===== config.mk =====
export PLATFORM = sky130hd
export DESIGN_NAME = imem_loader
export DESIGN_NICKNAME = d
export VERILOG_FILES = /design/src/rtl/imem_loader.sv
export SDC_FILE = /design/constraint.sdc
export NUM_CORES = 1
export LEC_CHECK = 0
export CAP_MARGIN = 30
export CORE_MARGIN = 5
export CORE_UTILIZATION = 34
export DETAILED_ROUTE_END_ITERATION = 6
export PLACE_DENSITY = 0.53
export SYNTH_ARGS = -nofsm -noshare
export SYNTH_HDL_FRONTEND = slang
export SYNTH_SLANG_ARGS = --single-unit
export TNS_END_PERCENT = 30

===== constraint.sdc =====
create_clock -name clk -period 8.4 [get_ports clk]
set_input_delay 1.68 -clock clk [delete_from_list [all_inputs] [get_ports clk]]
set_output_delay 1.68 -clock clk [all_outputs]
set_load 0.01 [all_outputs]

===== src/rtl/imem_loader.sv =====
// imem_loader: packs a host byte stream little-endian into 32-bit words and writes them into the instruction region.
// Define IMEM_LOADER_CHECKSUM_EN to add a running mod-2^32 checksum of written words.
module imem_loader #(
    parameter int ADDR_W = 64,
    parameter logic [ADDR_W-1:0] IM_BASE = ADDR_W'(2048),
    parameter logic [ADDR_W-1:0] IM_LIMIT = ADDR_W'(6144),
    parameter int CNT_W = 11
) (
    input  logic              clk,
    input  logic              reset,
    input  logic              start,
    input  logic [ADDR_W-1:0] base_addr,
    input  logic              byte_valid,
    input  logic [7:0]        byte_data,
    input  logic              byte_last,
    output logic              byte_ready,
    output logic              wr_en,
    output logic [ADDR_W-1:0] wr_addr,
    output logic [5:0]        wr_row,
    output logic [5:0]        wr_col,
    output logic [31:0]       wr_data,
    output logic              busy,
    output logic              done,
    output logic              trap,
    output logic [CNT_W-1:0]  word_count
`ifdef IMEM_LOADER_CHECKSUM_EN
    ,
    output logic [31:0]       checksum
`endif
);
    typedef enum logic [2:0] {IDLE, COLLECT, WRITE, DONE, TRAP} state_t;
    state_t state;
    logic [1:0] byte_idx;
    logic [31:0] word, word_nxt;
    logic [ADDR_W-1:0] cur_addr;
    logic last_seen, bad_base;
    assign bad_base = |base_addr[1:0] || base_addr < IM_BASE || base_addr >= IM_LIMIT;
    assign byte_ready = state == COLLECT;
    assign busy = state == COLLECT || state == WRITE;
    assign wr_row = wr_addr[13:8];
    assign wr_col = wr_addr[7:2];
    always_comb word_nxt = word | ({24'b0, byte_data} << {byte_idx, 3'b000});
    always_ff @(posedge clk or posedge reset) begin
        if (reset) begin
            state <= IDLE;
            byte_idx <= '0;
            word <= '0;
            cur_addr <= '0;
            last_seen <= 1'b0;
            wr_en <= 1'b0;
            wr_addr <= '0;
            wr_data <= '0;
            done <= 1'b0;
            trap <= 1'b0;
            word_count <= '0;
`ifdef IMEM_LOADER_CHECKSUM_EN
            checksum <= '0;
`endif
        end else begin
            case (state)
                IDLE, DONE, TRAP: if (start) begin
                    done <= 1'b0;
                    if (bad_base) begin
                        state <= TRAP;
                        trap <= 1'b1;
                    end else begin
                        state <= COLLECT;
                        trap <= 1'b0;
                        cur_addr <= base_addr;
                        word_count <= '0;
                        byte_idx <= '0;
                        word <= '0;
                        last_seen <= 1'b0;
`ifdef IMEM_LOADER_CHECKSUM_EN
                        checksum <= '0;
`endif
                    end
                end
                COLLECT: if (byte_valid) begin
                    word <= word_nxt;
                    byte_idx <= byte_idx + 2'd1;
                    if (byte_idx == 2'd3 || byte_last) begin
                        state <= WRITE;
                        wr_en <= 1'b1;
                        wr_addr <= cur_addr;
                        wr_data <= word_nxt;
                        last_seen <= byte_last;
                    end
                end
                WRITE: begin
                    wr_en <= 1'b0;
                    cur_addr <= cur_addr + ADDR_W'(4);
                    word_count <= word_count + CNT_W'(1);
                    byte_idx <= '0;
                    word <= '0;
`ifdef IMEM_LOADER_CHECKSUM_EN
                    checksum <= checksum + wr_data;
`endif
                    // A stream that has not ended but has no room left for another word overflows the region
                    if (last_seen) begin
                        state <= DONE;
                        done <= 1'b1;
                    end else if (cur_addr + ADDR_W'(4) >= IM_LIMIT) begin
                        state <= TRAP;
                        trap <= 1'b1;
                    end else begin
                        state <= COLLECT;
                    end
                end
                default: state <= IDLE;
            endcase
        end
    end
endmodule


==> Yosys cells after proc, flatten, opt, wreduce, memory -nomap -nowiden <==
Index checks and enable logic that the tools add are counted.
W data, S select, Z words.
{ "totals": {"inputBits": 77, "regBits": 212} }
{ "op_classes": {"order_cmp": 3, "n_addsub": 3, "n_eq_ne": 12, "n_mux": 37, "bitwise_logic": 1, "reduce_logical": 19, "shift": 1} }
{ "ops": {"columns": ["op", "n"], "rows": [
  ["$ge A64 B13 Y1 const B", 2],
  ["$mux W64", 2],
  ["$pmux W64 S2", 1],
  ["$mux W32", 3],
  ["$pmux W32 S3", 1],
  ["$add A64 B3 Y64 const B", 1],
  ["$lt A64 B12 Y1 const B", 1],
  ["$or A32 B32 Y32", 1],
  ["$shl A8 B5 Y32", 1],
  ["$mux W11", 2],
  ["$pmux W11 S2", 1],
  ["$mux W3", 6],
  ["$reduce_and A3 Y1", 5],
  ["$mux W1", 12],
  ["$add A11 B1 Y11 const B", 1],
  ["$ne A2 B2 Y1 const B", 5],
  ["$pmux W3 S3", 1],
  ["$pmux W1 S2", 4],
  ["$reduce_and A4 Y1", 2],
  ["$eq A3 B2 Y1 const B", 2],
  ["$mux W2", 3],
  ["$pmux W2 S3", 1],
  ["$reduce_bool A2 Y1", 3],
  ["$reduce_and A5 Y1", 1],
  ["other kinds (10)", 14]
]} }

==> Logic depth before layout (Yosys ltp) <==
Gate-level depths: netlist of run 1.
{ "logic_depth": {"word_depth": 6, "mapped_depth": 12, "mapped_depth_nobuf": 10} }

==> Worst setup path before layout of run 1 <==
Ideal clock, no wire load.
{ "synth_path": {"kind": "input-to-reg", "start": "in base_addr[56]", "end": "reg cur_addr[13]", "cell_stages": 9, "path_slack_ns": 4.633, "t_required_ns": 8.323, "arrival_ns": 3.690, "setup_ns": 0.077, "cell_sequence": "nor4_1 -> nand4_1 -> nor4_1 -> nand4_1 -> o22ai_1 -> clkbuf_1 -> clkbuf_1 -> a21oi_1 -> a21oi_1"} }
{ "synth_via": {"elab_chain_cells": 5, "word_cells_on_any_way": 6, "cone_classes": "2 x order compare; 1 x eq/ne; 3 x reduce/logical"} }
{ "synth_lines": {"columns": ["element", "line", "rtl"], "rows": [
  ["start: declaration", "12", "input logic [ADDR_W-1:0] base_addr,"],
  ["$lt A64 B12 Y1", "37", "assign bad_base = |base_addr[1:0] || base_addr < IM_BASE || base_addr >= IM_LIMIT;"],
  ["$logic_or A1 B1 Y1", "37", null],
  ["$logic_or A1 B1 Y1 (*)", "37", null],
  ["$ne A2 B2 Y1 (no source line) (*)", null, null],
  ["$reduce_and A3 Y1 (no source line) (*)", null, null],
  ["end signal: assignment", "69", "cur_addr <= base_addr;"],
  ["end signal: assignment", "92", "cur_addr <= cur_addr + ADDR_W'(4);"],
  ["end: declaration", "35", "logic [ADDR_W-1:0] cur_addr;"]
]} }
Mark *: on every way between the ends. The rest lies on a longest branch, timed or not.
A chain may end at the register's enable or synchronous reset.

==> Final worst setup path of run 1 <==
{ "layout_path": {"start": "in base_addr[16]", "end": "reg cur_addr[26]"} }
Same word-level chain as after synthesis.

==> results of run 1 <==
-- layer usage --
| layer | part of all wire [%] | GRT usage (%) |
|---|---|---|
| met5 | 0.060 | 0 |
| met1 | 46 | 26.8 |
| met3 | 6.8 | 4.00 |
| met2 | 45 | 28.6 |
| met4 | 1.5 | 3.70 |
-- Yosys cell counts, types with 17 or more instances --
cell type	n
mux2_2	64
a31oi_1	23
xor2_1	18
clkbuf_1	69
o21ai_0	80
nor3_1	17
a21oi_1	133
nor4_1	33
dfrtp_1	212
nand2_1	79
xnor2_1	23
nor2_1	146
nand4_1	31
o31ai_1	19
nand3_1	51
-- area by class of cell --
type	instances	area share [%]
multi-input cells	830	35.9
repair buffers	209	15.4
clock inverters	7	0.814
flip-flops and latches	212	38.3
inverters	14	0.434
well taps	402	3.64
clock buffers	37	5.52
-- worst max-delay path: cells and delay by family --
family          cells  cell delay, ns
simple gates        4            1.77
buf+inv             2            1.09
compound gates      3            0.72
-- power by group through the flow --
stage / Combinational [W] / Sequential (W) / Clock [W]
after global placement: 0.000106 / 0.00105 / 0
after floorplan: 0.0000329 / 0.00106 / 0
after CTS: 0.000108 / 0.00103 / 0.00118
after global routing: 0.000117 / 0.00104 / 0.00122
final: 0.000107 / 0.00103 / 0.00115
after detailed placement: 0.000108 / 0.00105 / 0
-- final timing paths --
check | slack [ns] | endpoint | cells after the start | from
setup / recovery | 3.51 | cur_addr[26] | 9 | base_addr[16]
setup reg to reg | 4.12 | state[2] | 10 | cur_addr[2]
hold reg to reg | 0.49 | state[1] | 1 | state[2]
hold / removal | 0.49 | state[1] | 1 | state[2]
min in group asynchronous | 1.46 | word_count[10] | 2 | reset
max in group asynchronous | 5.39 | word[4] | 5 | reset
-- cells by family (layout without fill, tap and decap cells) --
group,count (synthesis),after routing,share of synthesized area (%)
mux,69,69,7.17
simple gates,425,425,19.6
fa+ha+maj,3,3,0.349
flops,212,212,49.3
compound gates,292,292,15.4
buf+inv,120,267,4.82
xor+xnor,41,41,3.34
-- flip-flops by register name, summed over array words and instances (netlist names) --
signal / flops
word_count: 11
state: 3
wr_addr: 64
byte_idx: 2
wr_en: 1
trap: 1
last_seen: 1
word: 32
done: 1
wr_data: 32
cur_addr: 64
-- through the flow --
stage	setup slack (ns)	hold WS [ns]	total power (W)
6_report	3.51	0.490	0.00229
3_5_place_dp	2.95	0.483	0.00116
2_1_floorplan	0.926	0.443	0.00109
4_1_cts	3.54	0.488	0.00233
3_3_place_gp	3.02	0.475	0.00116
5_1_grt	3.23	0.509	0.00237
==> results_dict.tcl, run 1 <==
set metrics [dict create \
    cts_inserted_buffers 26 \
    clkTransAtPathRegs_ns 0.06 \
    start_kind "input pin" \
    netlist.area_leader.share_pct 49.3 \
    n_fill_cell 3022 \
    critPathSlowestCell "nor4_1" \
    area_growth_pct 28.7 \
    placementRows 65 \
    cts_root_buf "clkbuf_16" \
    p_clk_share_pct 50.2 \
    hold_viol_final 0 \
    dp_hpwl_mm 23.2 \
    route.detailed.drc 0 \
    placed_cells 1666 \
    syn_inst 1162 \
    final_area_sq_mm 0.0138 \
    clk_latency_ns 0.53 \
    ctsResizeCount 0 \
    fin_tns_setup_ns 0 \
    skew_ns 0.0109 \
    crit_chain "clkdlybuf4s50_1 > nor4_1 > nand4_1 > nor4_1 > nand4_1 > o22ai_4 > buf_4 > o21ai_0 > a22o_1" \
    die_y_microns 188 \
    comb_power_share_pct 4.7 \
    drt_wl_total_mm 33.3 \
    clock_sinks 212 \
    drt-initial-drc-count 654 \
    leakage_nw 5.91 \
    async_reset_ff_share_pct 100 \
    final_common_cell "dfrtp_1" \
    track_usage_pct 18.4 \
    dr.pass1.iters 7 \
    path_class "in2reg" \
    overflow 0 \
    coreArea_sq_mm 0.0314 \
    synth_area_leaders "dfrtp_1 (49%), mux2_2 (6.7%), a21oi_1 (6.2%)" \
    nNetsFinal 1373 \
    antenna_left 0 \
    ys_seq_elements 212 \
    clockBufferDepth 3 \
    crit_required_ns 8.82 \
    hp-class "reg2reg" \
    grt_max_degree 134 \
    post-route-util_pct 44.1 \
    syn_area_per_cell_sq_um 9.25 \
    grt_pass1_vias 9108 \
    grt_pass1_wl_mm 53.2 \
    synth_area_sq_mm 0.0108 \
    htree_levels 1 \
    vias_per_cell 5.45 \
    irDropWorstVdd_uv 117 \
    drive_gt1_share_pct 10.1 \
    slew_viol_final 0 \
    setup_viol 0 \
    period_share_pct 58.2 \
    pwr-share-seq_pct 45.2 \
    cts_setup_buffers 0 \
    layout_min_cycle_time_ns 4.89 \
    fmax_ghz 0.204 \
    max_stage_delay_ns 0.79 \
    grt_setup_unrepaired "false" \
    cp_max_fo 64 \
    vias 9327 \
    worstMarginPinSlew_ns 0.925 \
    cts_tree "yes" \
    p_per_area_mw_per_mm2 166 \
    antenna_cells 0 \
    portBuffers 200 \
    synth_warnings 0 \
    antenna_found_initial 1 \
    ioPinCount 201 \
    final_cell_mix "dfrtp_1 (212), clkdlybuf4s50_1 (200), nor2_1 (144), a21oi_1 (132), o21ai_0 (80)" \
    start_util_pct 34.2 \
    crit_path_end_kind "flop" \
    finalNonFillerCells 1711 \
    status "completed" \
    synthFlopType "dfrtp_1" \
    p_sw_share_pct 21.3 \
    die_w_microns 188 \
    seq_area_frac_synth_pct 49.3 \
    dpl_cell_area_sq_mm 0.0129 \
    gp_routability_congestion 0.899 \
    syn_nets 1242 \
    multi_input_area_sq_mm 0.00497 \
    crit_arrival_ns 5.31 \
    dieArea_sq_mm 0.0353 \
    power.internal_w 0.00180 \
    synth_edf_count 0 \
    seqCellArea_sq_mm 0.00531 \
    p_sw_w 0.000489 \
    holdBufCountCts 0 \
    synth_cell_type_count 58 \
    slew_headroom_pct 38.2 \
    synth_top_area_cell "dfrtp_1" \
    wire_per_inst_microns 19.5 \
    max_cap_viol_count 0 \
]
Power figures use the tool's default switching activity.
==> inputs of run 2 (changes only) <==
--- a/config.mk
+++ b/config.mk
@@ -9,7 +9,7 @@
 export CORE_MARGIN = 5
 export CORE_UTILIZATION = 34
 export DETAILED_ROUTE_END_ITERATION = 6
-export PLACE_DENSITY = 0.53
+export PLACE_DENSITY = 0.55
 export SYNTH_ARGS = -nofsm -noshare
 export SYNTH_HDL_FRONTEND = slang
 export SYNTH_SLANG_ARGS = --single-unit
==> constraint.sdc (replaced) <==
create_clock -name clk -period 4.2 [get_ports clk]
set_input_delay 0.84 -clock clk [delete_from_list [all_inputs] [get_ports clk]]
set_output_delay 0.84 -clock clk [all_outputs]
set_load 0.01 [all_outputs]
==> results_dict.tcl, run 2 (synthesis results as in run 1) <==
set metrics [dict create \
    reg_top3 "cur_addr: 64 flops, wr_addr: 64 flops" \
    fin_tns_setup_ns 0 \
    fmax_ghz 0.274 \
    route.detailed.drc 0 \
    grt_util_met3_pct 3.80 \
    hp-start "word[12]" \
    p_per_area_mw_per_mm2 333 \
    die_w_microns 188 \
    gp_routability_congestion 0.940 \
    hp-class "reg2reg" \
    gr-usage-met1_pct 26.1 \
    nNetsFinal 1388 \
    worstMarginPinSlew_ns 0.956 \
    n_fill_cell 3030 \
    r2r-start "cur_addr[2]" \
    die_y_microns 188 \
    htree_levels 1 \
    status "completed" \
    r2r_slack_ns 0.55 \
    use_met2_pct 28.6 \
    start_kind "flop" \
    clock_sinks 212 \
    setup_viol 0 \
    final_cell_mix "dfrtp_1 (212), clkdlybuf4s50_1 (200), nor2_1 (144), a21oi_1 (132), o21ai_0 (80)" \
    grt_setup_unrepaired "false" \
    slew_headroom_pct 36.2 \
    antenna_found_initial 1 \
    drive_gt1_share_pct 11.5 \
    cts_setup_buffers 0 \
    layout_min_cycle_time_ns 3.65 \
    skew_ns 0.00768 \
    crit_arrival_ns 4.02 \
    drt_wl_total_mm 32.9 \
    final_common_cell "dfrtp_1" \
    cts_inserted_buffers 25 \
    grt_pass1_wl_mm 52.9 \
    holdPathStages 2 \
    antenna_cells 0 \
    cts_tree "yes" \
    period_share_pct 87.0 \
    path_class "reg2reg" \
    post-route-util_pct 44.5 \
    area_growth_pct 30.0 \
    vias_per_cell 5.41 \
    grt_pass1_vias 9241 \
    wire_per_inst_microns 19.0 \
    start_util_pct 34.2 \
    irDropWorstVdd_uv 236 \
    r2r-end "state[2]" \
    dieArea_sq_mm 0.0353 \
    overflow 0 \
    holdBufCountCts 0 \
    cp_max_fo 7 \
    ctsResizeCount 0 \
    max_cap_viol_count 0 \
    reg2regPathDepth 10 \
    clkTransAtPathRegs_ns 0.06 \
    dr.pass1.iters 7 \
    grt_max_degree 142 \
    cts_root_buf "clkbuf_16" \
    drt-initial-drc-count 865 \
    crit_path_end_kind "flop" \
    crit_required_ns 4.56 \
    slew_viol_final 0 \
    hold_viol_final 0 \
    ioPinCount 201 \
    clockBufferDepth 3 \
    grt.busiest_layer "met2" \
    vias 9362 \
    dp_hpwl_mm 23.3 \
    hold_end "word[12]" \
    track_usage_pct 18.2 \
    portBuffers 200 \
    leakage_nw 6.00 \
    coreArea_sq_mm 0.0314 \
    antenna_left 0 \
    placementRows 65 \
    clk_latency_ns 0.52 \
]
## run 2: changes by cell type in the layout (fill, tap and decap cells not counted), moves of 3 or more
cell | before | now
buf_12 | 1 | 4
clkbuf_1 | 5 | 2
clkinv_2 | 3 | 6
buf_4 | 5 | 21
## run 2: routing by layer
layer / wire length, microns / share of wire (%)
met2: 14700 / 45
met1: 15300 / 46
met5: 13 / 0.039
met3: 2320 / 7.0
met4: 547 / 1.7
## run 2: final cells by class
cell class                      count  area [sq um]  share of cell area (%)
Multi-Input combinational cell    830          4970                    35.5
Timing Repair Buffer              225          2240                    16.0
Clock buffer                       32           702                    5.02
Tap cell                          402           503                    3.60
Clock inverter                     14           206                    1.48
Sequential cell                   212          5310                    38.0
Inverter                           14          56.3                   0.403
## run 2: how the worst max path moves through the flow
stage,startpoint,end,slack (ns),depth (start not counted)
6_report,cur_addr[2],state[2],0.55,10
5_1_grt,base_addr[16],cur_addr[51],0.38,10
4_1_cts,cur_addr[2],state[2],0.58,10
3_5_place_dp,base_addr[16],word_count[5],0.09,9
3_3_place_gp,base_addr[16],cur_addr[41],0.21,10
2_1_floorplan,reset,byte_idx[0],0.60,1
## run 2: power by group
| part | switching (W) | total (W) | internal, W |
|---|---|---|---|
| logic | 0.000101 | 0.000208 | 0.000108 |
| clock network | 0.000883 | 0.00237 | 0.00149 |
| registers | 0.0000100 | 0.00207 | 0.00206 |
## run 2: metrics by stage
step	worst slack, ns	cells	hold WS, ns	cell area [sq um]	power, W
2_1_floorplan	0.604	1162	0.443	10800	0.00218
3_3_place_gp	0.206	1683	0.477	13100	0.00232
3_5_place_dp	0.0924	1683	0.482	13100	0.00232
4_1_cts	0.583	1729	0.496	14000	0.00473
5_1_grt	0.378	1729	0.519	14000	0.00483
6_report	0.547	1729	0.496	14000	0.00465
## run 2: critical path: stages, from the launching register on
cell and delay [ns]:
dfrtp_1 0.46, ha_1 0.31, nand4_2 0.16, or4_1 0.69
or4_1 0.64, nor2_1 0.16, xnor2_1 0.19, o21ai_0 0.25
nor4_1 0.25, a41o_1 0.30, o211ai_1 0.11
